==> src/rtl/uart_rx_packet_deframer.sv <==
// uart_rx_packet_deframer
//   Receives 8N1 UART bytes and parses host packets of the form
//   [HEADER | NOC_ADDR | SIZE_LO | SIZE_HI | PAYLOAD(SIZE bytes)].
//   The payload is repacked into little-endian DATA_WIDTH flits on a
//   valid/ready stream. The header fields are presented alongside the stream.
//
// Ports
//   clock        system clock
//   reset        asynchronous, active-high reset
//   rx_serial    UART line, idle high, asynchronous to clock
//   out_valid    flit available; held stable until accepted
//   out_ready    consumer accepts when out_valid && out_ready at posedge
//   out_data     flit, first payload byte in [7:0]
//   out_first    flit is the first of its packet
//   out_last     flit contains the final payload byte
//   pkt_type     HEADER byte of the current packet
//   pkt_addr     NOC_ADDR byte of the current packet
//   pkt_size     SIZE field of the current packet, in bytes
//   pkt_start    pulse once SIZE has been received
//   pkt_done     pulse when the last flit is accepted (or with pkt_start if SIZE==0)
//   frame_err    pulse: stop bit sampled low
//   overrun_err  pulse: flit completed while the previous one was still pending
//   timeout_err  pulse: inter-byte gap inside a packet exceeded TIMEOUT_CYCLES
module uart_rx_packet_deframer #(
  parameter int CLKS_PER_BIT   = 868,
  parameter int DATA_WIDTH     = 32,
  parameter int TIMEOUT_CYCLES = 86800
) (
  input  logic                  clock,
  input  logic                  reset,
  input  logic                  rx_serial,
  output logic                  out_valid,
  input  logic                  out_ready,
  output logic [DATA_WIDTH-1:0] out_data,
  output logic                  out_first,
  output logic                  out_last,
  output logic [7:0]            pkt_type,
  output logic [7:0]            pkt_addr,
  output logic [15:0]           pkt_size,
  output logic                  pkt_start,
  output logic                  pkt_done,
  output logic                  frame_err,
  output logic                  overrun_err,
  output logic                  timeout_err
);

  localparam int BPF       = DATA_WIDTH / 8;
  localparam int LANE_W    = (BPF > 1) ? $clog2(BPF) : 1;
  localparam int BIT_CNT_W = $clog2(CLKS_PER_BIT + 1);
  localparam int GAP_W     = $clog2(TIMEOUT_CYCLES + 1);
  localparam int HALF_BIT  = CLKS_PER_BIT / 2;

  // ---------------------------------------------------------------------
  // Two-flop synchroniser; idles high so reset does not look like a start bit
  // ---------------------------------------------------------------------
  logic rx_meta_reg, rx_sync_reg;

  always_ff @(posedge clock or posedge reset) begin
    if (reset) begin
      rx_meta_reg <= 1'b1;
      rx_sync_reg <= 1'b1;
    end else begin
      rx_meta_reg <= rx_serial;
      rx_sync_reg <= rx_meta_reg;
    end
  end

  // ---------------------------------------------------------------------
  // UART receiver FSM
  // ---------------------------------------------------------------------
  typedef enum logic [2:0] {R_IDLE, R_START, R_DATA, R_STOP, R_WAIT} rx_state_t;

  rx_state_t              rx_state_reg, rx_state_next;
  logic [BIT_CNT_W-1:0]   bit_cnt_reg, bit_cnt_next;
  logic [2:0]             bit_idx_reg, bit_idx_next;
  logic [7:0]             rx_shift_reg, rx_shift_next;
  logic                   byte_strobe_reg, byte_strobe_next;
  logic                   frame_err_next;

  always_ff @(posedge clock or posedge reset) begin
    if (reset) begin
      rx_state_reg    <= R_IDLE;
      bit_cnt_reg     <= '0;
      bit_idx_reg     <= '0;
      rx_shift_reg    <= '0;
      byte_strobe_reg <= 1'b0;
      frame_err       <= 1'b0;
    end else begin
      rx_state_reg    <= rx_state_next;
      bit_cnt_reg     <= bit_cnt_next;
      bit_idx_reg     <= bit_idx_next;
      rx_shift_reg    <= rx_shift_next;
      byte_strobe_reg <= byte_strobe_next;
      frame_err       <= frame_err_next;
    end
  end

  always_comb begin
    rx_state_next    = rx_state_reg;
    bit_cnt_next     = bit_cnt_reg + 1'b1;
    bit_idx_next     = bit_idx_reg;
    rx_shift_next    = rx_shift_reg;
    byte_strobe_next = 1'b0;
    frame_err_next   = 1'b0;
    case (rx_state_reg)
      R_IDLE: begin
        bit_cnt_next = '0;
        if (!rx_sync_reg) rx_state_next = R_START;
      end
      R_START: begin
        // Re-check the start bit at mid-bit; a line that is high again was a glitch.
        if (bit_cnt_reg == BIT_CNT_W'(HALF_BIT - 1)) begin
          bit_cnt_next  = '0;
          bit_idx_next  = '0;
          rx_state_next = rx_sync_reg ? R_IDLE : R_DATA;
        end
      end
      R_DATA: begin
        if (bit_cnt_reg == BIT_CNT_W'(CLKS_PER_BIT - 1)) begin
          bit_cnt_next  = '0;
          rx_shift_next = {rx_sync_reg, rx_shift_reg[7:1]};  // LSB arrives first
          bit_idx_next  = bit_idx_reg + 3'd1;
          if (bit_idx_reg == 3'd7) rx_state_next = R_STOP;
        end
      end
      R_STOP: begin
        if (bit_cnt_reg == BIT_CNT_W'(CLKS_PER_BIT - 1)) begin
          bit_cnt_next = '0;
          if (rx_sync_reg) begin
            byte_strobe_next = 1'b1;
            rx_state_next    = R_IDLE;
          end else begin
            frame_err_next = 1'b1;
            rx_state_next  = R_WAIT;
          end
        end
      end
      R_WAIT: begin
        // Do not hunt for a new start bit until the line has recovered.
        bit_cnt_next = '0;
        if (rx_sync_reg) rx_state_next = R_IDLE;
      end
      default: rx_state_next = R_IDLE;
    endcase
  end

  // ---------------------------------------------------------------------
  // Packet parser FSM
  // ---------------------------------------------------------------------
  typedef enum logic [2:0] {P_HDR, P_ADDR, P_SZLO, P_SZHI, P_DATA} p_state_t;

  p_state_t              p_state_reg, p_state_next;
  logic [7:0]            hdr_shadow_reg, addr_shadow_reg, szlo_shadow_reg;
  logic [15:0]           byte_cnt_reg;
  logic [LANE_W-1:0]     lane_reg;
  logic [DATA_WIDTH-1:0] word_reg;
  logic                  first_flag_reg;
  logic [GAP_W-1:0]      gap_cnt_reg;
  logic                  flit_valid_reg, flit_first_reg, flit_last_reg;
  logic [DATA_WIDTH-1:0] flit_data_reg;

  logic [15:0]           size_full;
  logic                  lane_last, is_final, timeout_hit, size_zero_hit, data_strobe;
  logic [DATA_WIDTH-1:0] word_merged;

  assign size_full     = {rx_shift_reg, szlo_shadow_reg};
  assign lane_last     = (lane_reg == LANE_W'(BPF - 1));
  assign is_final      = (byte_cnt_reg + 16'd1 == pkt_size);
  assign data_strobe   = byte_strobe_reg && (p_state_reg == P_DATA);
  assign size_zero_hit = byte_strobe_reg && (p_state_reg == P_SZHI) && (size_full == 16'd0);
  assign timeout_hit   = (p_state_reg != P_HDR) && !byte_strobe_reg &&
                         (gap_cnt_reg == GAP_W'(TIMEOUT_CYCLES - 1));

  // Drop the received byte into its lane without a variable shifter.
  generate
    for (genvar gi = 0; gi < BPF; gi++) begin : g_lane
      assign word_merged[gi*8 +: 8] = (lane_reg == LANE_W'(gi)) ? rx_shift_reg
                                                                 : word_reg[gi*8 +: 8];
    end
  endgenerate

  always_comb begin
    p_state_next = p_state_reg;
    if (byte_strobe_reg) begin
      case (p_state_reg)
        P_HDR:   p_state_next = P_ADDR;
        P_ADDR:  p_state_next = P_SZLO;
        P_SZLO:  p_state_next = P_SZHI;
        P_SZHI:  p_state_next = (size_full == 16'd0) ? P_HDR : P_DATA;
        P_DATA:  if (is_final) p_state_next = P_HDR;
        default: p_state_next = P_HDR;
      endcase
    end
    if (timeout_hit) p_state_next = P_HDR;
  end

  always_ff @(posedge clock or posedge reset) begin
    if (reset) begin
      p_state_reg     <= P_HDR;
      hdr_shadow_reg  <= '0;
      addr_shadow_reg <= '0;
      szlo_shadow_reg <= '0;
      byte_cnt_reg    <= '0;
      lane_reg        <= '0;
      word_reg        <= '0;
      first_flag_reg  <= 1'b0;
      gap_cnt_reg     <= '0;
      flit_valid_reg  <= 1'b0;
      flit_first_reg  <= 1'b0;
      flit_last_reg   <= 1'b0;
      flit_data_reg   <= '0;
      pkt_type        <= '0;
      pkt_addr        <= '0;
      pkt_size        <= '0;
      pkt_start       <= 1'b0;
      timeout_err     <= 1'b0;
    end else begin
      p_state_reg    <= p_state_next;
      pkt_start      <= 1'b0;
      timeout_err    <= 1'b0;
      flit_valid_reg <= 1'b0;

      if (byte_strobe_reg || p_state_reg == P_HDR || timeout_hit) gap_cnt_reg <= '0;
      else                                                         gap_cnt_reg <= gap_cnt_reg + 1'b1;

      if (timeout_hit) begin
        timeout_err <= 1'b1;
        word_reg    <= '0;
        lane_reg    <= '0;
      end

      if (byte_strobe_reg) begin
        case (p_state_reg)
          P_HDR:  hdr_shadow_reg  <= rx_shift_reg;
          P_ADDR: addr_shadow_reg <= rx_shift_reg;
          P_SZLO: szlo_shadow_reg <= rx_shift_reg;
          P_SZHI: begin
            // Header fields become visible together, only once SIZE is complete.
            pkt_type       <= hdr_shadow_reg;
            pkt_addr       <= addr_shadow_reg;
            pkt_size       <= size_full;
            pkt_start      <= 1'b1;
            byte_cnt_reg   <= '0;
            lane_reg       <= '0;
            word_reg       <= '0;
            first_flag_reg <= 1'b1;
          end
          default: ;
        endcase
      end

      if (data_strobe) begin
        byte_cnt_reg <= byte_cnt_reg + 16'd1;
        if (lane_last || is_final) begin
          flit_valid_reg <= 1'b1;
          flit_data_reg  <= word_merged;
          flit_first_reg <= first_flag_reg;
          flit_last_reg  <= is_final;
          first_flag_reg <= 1'b0;
          word_reg       <= '0;
          lane_reg       <= '0;
        end else begin
          word_reg <= word_merged;
          lane_reg <= lane_reg + 1'b1;
        end
      end
    end
  end

  // ---------------------------------------------------------------------
  // Output register stage
  // ---------------------------------------------------------------------
  logic accept;
  assign accept = out_valid && out_ready;

  always_ff @(posedge clock or posedge reset) begin
    if (reset) begin
      out_valid   <= 1'b0;
      out_data    <= '0;
      out_first   <= 1'b0;
      out_last    <= 1'b0;
      pkt_done    <= 1'b0;
      overrun_err <= 1'b0;
    end else begin
      overrun_err <= 1'b0;
      pkt_done    <= size_zero_hit || (accept && out_last);
      if (flit_valid_reg) begin
        // A stalled flit wins; the newly completed one is dropped.
        if (out_valid && !out_ready) begin
          overrun_err <= 1'b1;
        end else begin
          out_valid <= 1'b1;
          out_data  <= flit_data_reg;
          out_first <= flit_first_reg;
          out_last  <= flit_last_reg;
        end
      end else if (accept) begin
        out_valid <= 1'b0;
      end
    end
  end

endmodule

==> config.mk <==
export PLATFORM = sky130hd
export DESIGN_NAME = uart_rx_packet_deframer
export DESIGN_NICKNAME = d
export VERILOG_FILES = /design/src/rtl/uart_rx_packet_deframer.sv
export SDC_FILE = /design/constraint.sdc
export NUM_CORES = 1
export LEC_CHECK = 0
export ABC_AREA = 0
export BUFFER_PORTS_ARGS = -buffer_cell sky130_fd_sc_hd__buf_2
export CAP_MARGIN = 20
export CORE_MARGIN = 1.5
export CORE_UTILIZATION = 55
export DETAILED_ROUTE_END_ITERATION = 7
export PLACE_DENSITY = 0.81
export RECOVER_POWER = 50
export SYNTH_ARGS = -nofsm -noshare
export SYNTH_HDL_FRONTEND = slang
export SYNTH_SLANG_ARGS = --single-unit
==> constraint.sdc <==
create_clock -name clock -period 7.8 [get_ports clock]
set_clock_uncertainty 0.05 [all_clocks]
set_input_delay 0.39 -clock clock [delete_from_list [all_inputs] [get_ports clock]]
set_output_delay 0.39 -clock clock [all_outputs]
set_load 0.02 [all_outputs]
Word-level counts from Yosys, hierarchy flattened
Cells that the tools add are included.
Storage, ports and cells
  input bits: 4
  register bits after elaboration: 229
  output and inout port bits: 72
  logic and storage cells: 158
Operators by class
  add/sub/neg operators: 5
  reductions and logical operators: 38
  eq/ne operators: 24
  muxes and demuxes: 58
  bitwise gates (word level): 1
Operators with widths (number)
  2-to-1 mux 32 bit: 5
  2-to-1 mux 16 bit: 3
  2-to-1 mux 3 bit: 13
  2-to-1 mux 8 bit: 4
  case mux 10 bit (3 select lines): 1
  case mux 3 bit (5 select lines): 2
  2-to-1 mux 1 bit: 20
  2-to-1 mux 10 bit: 2
  AND reduction 2 bit: 10
  adder 17 x 1 -> 17 bit, second input constant: 1
  equality test 17 bit, second input constant: 1
  2-to-1 mux 17 bit: 1
  adder 16 x 1 -> 16 bit, second input constant: 1
  equality test 16 bit: 1
  logical NOT 16 bit: 1
  inequality test 2 bit, second input constant: 7
  equality test 3 x 2 -> 1 bit, second input constant: 4
  2-to-1 mux 2 bit: 6
  adder 10 x 1 -> 10 bit, second input constant: 1
  equality test 10 bit, second input constant: 1
  equality test 10 x 9 -> 1 bit, second input constant: 1
  nonzero test 2 bit: 5
  equality test 3 bit, second input constant: 3
  logical AND 1 bit: 8
  other kinds (16): 24

Longest topological paths before layout
  word-level depth: 7
  mapped depth: 12
  mapped depth without buffers: 8

Worst setup path before layout
No wires, ideal clock.
  kind: reg-to-reg
  from: register byte_cnt_reg[0]
  to: register flit_data_reg[10]
  arrival time: 2.827 ns
  clock period less this slack: 3.003 ns
  stages on the path, launching flop included: 10
  required time: 7.625 ns
  setup slack: 4.797 ns
  setup time: 0.125 ns
  buffers on the path: 2
  path through: dfrtp_1 -> ha_1 -> nand3_1 -> buf_2 -> or3_1 -> a211o_1 -> a2111o_1 -> o21ai_4 -> buf_12 -> mux2_4
On the way
  word-level cells in the longest chain between the ends: 4
RTL lines
  start: declaration: RTL line 154  | logic [15:0] byte_cnt_reg;
  start signal: assignment: RTL line 253  | byte_cnt_reg <= byte_cnt_reg + 16'd1;
  adder 16 x 1 -> 16 bit: RTL line 168  | assign is_final = (byte_cnt_reg + 16'd1 == pkt_size);
  equality test 16 bit: RTL line 168
  logical OR 1 bit: RTL line 254  | if (lane_last || is_final) begin
  AND reduction 2 bit (no line)
  end signal: assignment: RTL line 256  | flit_data_reg <= word_merged;
  end: declaration: RTL line 160  | logic [DATA_WIDTH-1:0] flit_data_reg;
No other way between the ends.
A chain may end at the register's enable or synchronous reset.

Worst setup path after layout
  from: register byte_cnt_reg[0]
  to: register flit_first_reg
On the way
  word-level cells in the longest chain between the ends: 4
RTL lines
  adder 16 x 1 -> 16 bit: RTL line 168
  equality test 16 bit: RTL line 168
  logical OR 1 bit: RTL line 254
  AND reduction 2 bit (no line)
  end signal: assignment: RTL line 257  | flit_first_reg <= first_flag_reg;
  end: declaration: RTL line 159  | logic flit_valid_reg, flit_first_reg, flit_last_reg;
No other way between the ends.

==> flow_metrics.env <==
export IMPL_worstPathRequired_ns=8.13
export IMPL_num_fill_cells=1456
export IMPL_drc=0
export IMPL_cts_resized=0
export IMPL_die_y_um=141.1
export IMPL_cp_max_fo=35
export IMPL_via_per_inst=5.744
export IMPL_setup_viol=0
export IMPL_clock_sinks=229
export IMPL_ys_types=62
export IMPL_min_path_cells=3
export IMPL_synth_top_area_share_pct=54.14
export IMPL_holdBufCountCts=1
export IMPL_violations="max-capacitance violations, max-slew violations"
export IMPL_vias=7145
export IMPL_async_reset_ff_share_pct=100.0
export IMPL_power_density_nw_per_um2=198.0
export IMPL_cts_root_buf="clkbuf_16"
export IMPL_yosysMostFrequentCell="dfrtp_1"
export IMPL_fin_util_pct=62.62
export IMPL_status="finished with violations"
export IMPL_endpoint_kind="flop"
export IMPL_cts_tree="built"
export IMPL_antenna_cells=0
export IMPL_power_mw=2.319
export IMPL_p_leak_nw=5.702
export IMPL_dp_slack_ns=4.035
export IMPL_tns_ns=0
export IMPL_overflow=0
export IMPL_arrival_ns=4.17
export IMPL_cts_buffer_depth=3
export IMPL_synth_edff_count=0
export IMPL_grt_pass1_wl_mm=36.10
export IMPL_syn_avg_cell_area_um2=11.24
export IMPL_h_tree_depth=1
export IMPL_grt_pass1_vias=7039
export IMPL_synth_area_um2=10490
export IMPL_seq_area_frac_synth_pct=54.65
export IMPL_cts_setup_buffers=0
export IMPL_wl_mm=22.02
export IMPL_path_clk_slew_ns=0.06
export IMPL_grt_max_degree=148
export IMPL_max_slew_margin_pct=-86.77
export IMPL_syn2layout_area_growth_pct=11.65
export IMPL_ios=76
export IMPL_ys_flop_type="dfrtp_1"
export IMPL_synth_top_area_cell="dfrtp_1"
export IMPL_drtPass1Iterations=4
export IMPL_row_count=50
export IMPL_gp_congestion=0.8946
export IMPL_synthTopCellsByCount="dfrtp_1 (227), nand2_1 (174), mux2_2 (105)"
export IMPL_synth_area_leaders="dfrtp_1 (54%), mux2_2 (11%), nand2_1 (6.2%)"
export IMPL_finalCritPeriodShare_pct=49.22
export IMPL_die_w_um=141.1
export IMPL_die_area_um2=19910
export IMPL_hold_path_class="in -> reg"
export IMPL_initial_utilization_pct=56.09
export IMPL_tightest_slew_ns=2.786
export IMPL_crit_type="reg -> reg"
export IMPL_slew_violations=99
export IMPL_drive_gt1_share_pct=19.50
export IMPL_fin_nets=1007
export IMPL_hold_viol_final=0
export IMPL_core_area_um2=18710
export IMPL_fin_ws_ns=3.961
export IMPL_cts_buffers=24
export IMPL_insertion_delay_ns=0.52
export IMPL_vdd_drop_max_mv=0.1353
export IMPL_start_kind="flop"
export IMPL_yosysWarnings=0
export IMPL_max_freq_mhz=260.5
export IMPL_portBuffers=75
export IMPL_rr_worst_depth=9
export IMPL_hpwl_mm=13.49
export IMPL_detail_route_antenna_nets=0
export IMPL_cap_violations=2
export IMPL_syn_inst=933
export IMPL_first_iter_violations=491
export IMPL_grt_setup_unrepaired="no"
export IMPL_wire_per_inst_um=17.70
export IMPL_antenna_found_initial=0
export IMPL_ys_ff_latch=229
export IMPL_grtUsageTotal_pct=22.46
export IMPL_syn_num_nets=947
export IMPL_fin_crit_ns=3.839
==> layer usage <==
metal / vias up / global-route usage (%) / routed length [um]
met5: - / 0 / 0
met4: 0 / 6.360 / 417
met3: 44 / 3.397 / 1284
met2: 220 / 36.12 / 10180
met1: 3540 / 31.93 / 10140
li1: 3341 / - / -
==> path summary, 6_finish.rpt <==
check	startpoint	to	slack, ns
min in group asynchronous	reset	out_data[27]	1.16
max in group asynchronous	reset	byte_cnt_reg[11]	4.56
min reg2reg	rx_meta_reg	rx_sync_reg	0.30
min	out_ready	overrun_err	0.17
max	byte_cnt_reg[0]	flit_first_reg	3.96
max reg2reg	byte_cnt_reg[0]	flit_first_reg	3.96
==> logic make-up after synthesis <==
logic type / synth area share, %
compound gates: 6.917
xor+xnor: 3.673
fa+ha+maj: 1.193
buf+inv: 3.184
flops: 54.65
mux: 15.37
simple gates: 15.02
==> area by class of cell <==
type                       count  area [um^2]  share of cell area [%]
timing repair buffer          88        420.4                   3.589
inverter                      17        65.06                  0.5554
sequential                   229         5733                   48.94
tap                          234        292.8                   2.499
multi-input combinational    633         4431                   37.82
clock buffer                  37        730.7                   6.238
clock inverter                 6        41.29                  0.3525
==> worst max-delay path, stage by stage, from the launching register on <==
cell and delay, ns:
dfrtp_1 0.49, ha_1 0.27, nand3_1 0.37, nor3_4 0.33, mux2_2 0.20, mux2i_1 0.06
or4_4 0.75, o21ai_4 0.21, buf_4 0.53, mux2_2 0.41
==> where the power goes <==
| group | internal (mW) | total, mW | switching [mW] |
|---|---|---|---|
| sequential | 1.19 | 1.19 | 0.000271 |
| combinational | 0.00474 | 0.0279 | 0.0231 |
| clock | 0.645 | 1.10 | 0.457 |
| total | 1.84 | 2.32 | 0.480 |
==> metrics by stage <==
stage / cell area [um^2] / std cells / hold slack, ns
4_1_cts: 11750 / 1240 / 0.1092
2_1_floorplan: 10490 / 933 / 0.2952
3_5_place_dp: 10960 / 1196 / 0.2973
3_3_place_gp: 10960 / 1196 / 0.2969
5_1_grt: 11710 / 1244 / 0.1886
6_report: 11710 / 1244 / 0.1664
==> placed cells by master, fill, tap and decap left out, types with 25 or more instances in the layout <==
cell	n
clkbuf_1	80
clkbuf_16	25
dfrtp_1	227
mux2_2	104
mux2_4	28
nand2_1	174
nor2_1	53
o211ai_1	27
o21ai_0	42
xnor2_1	28
Note: power is estimated with default switching activity, not from simulation.
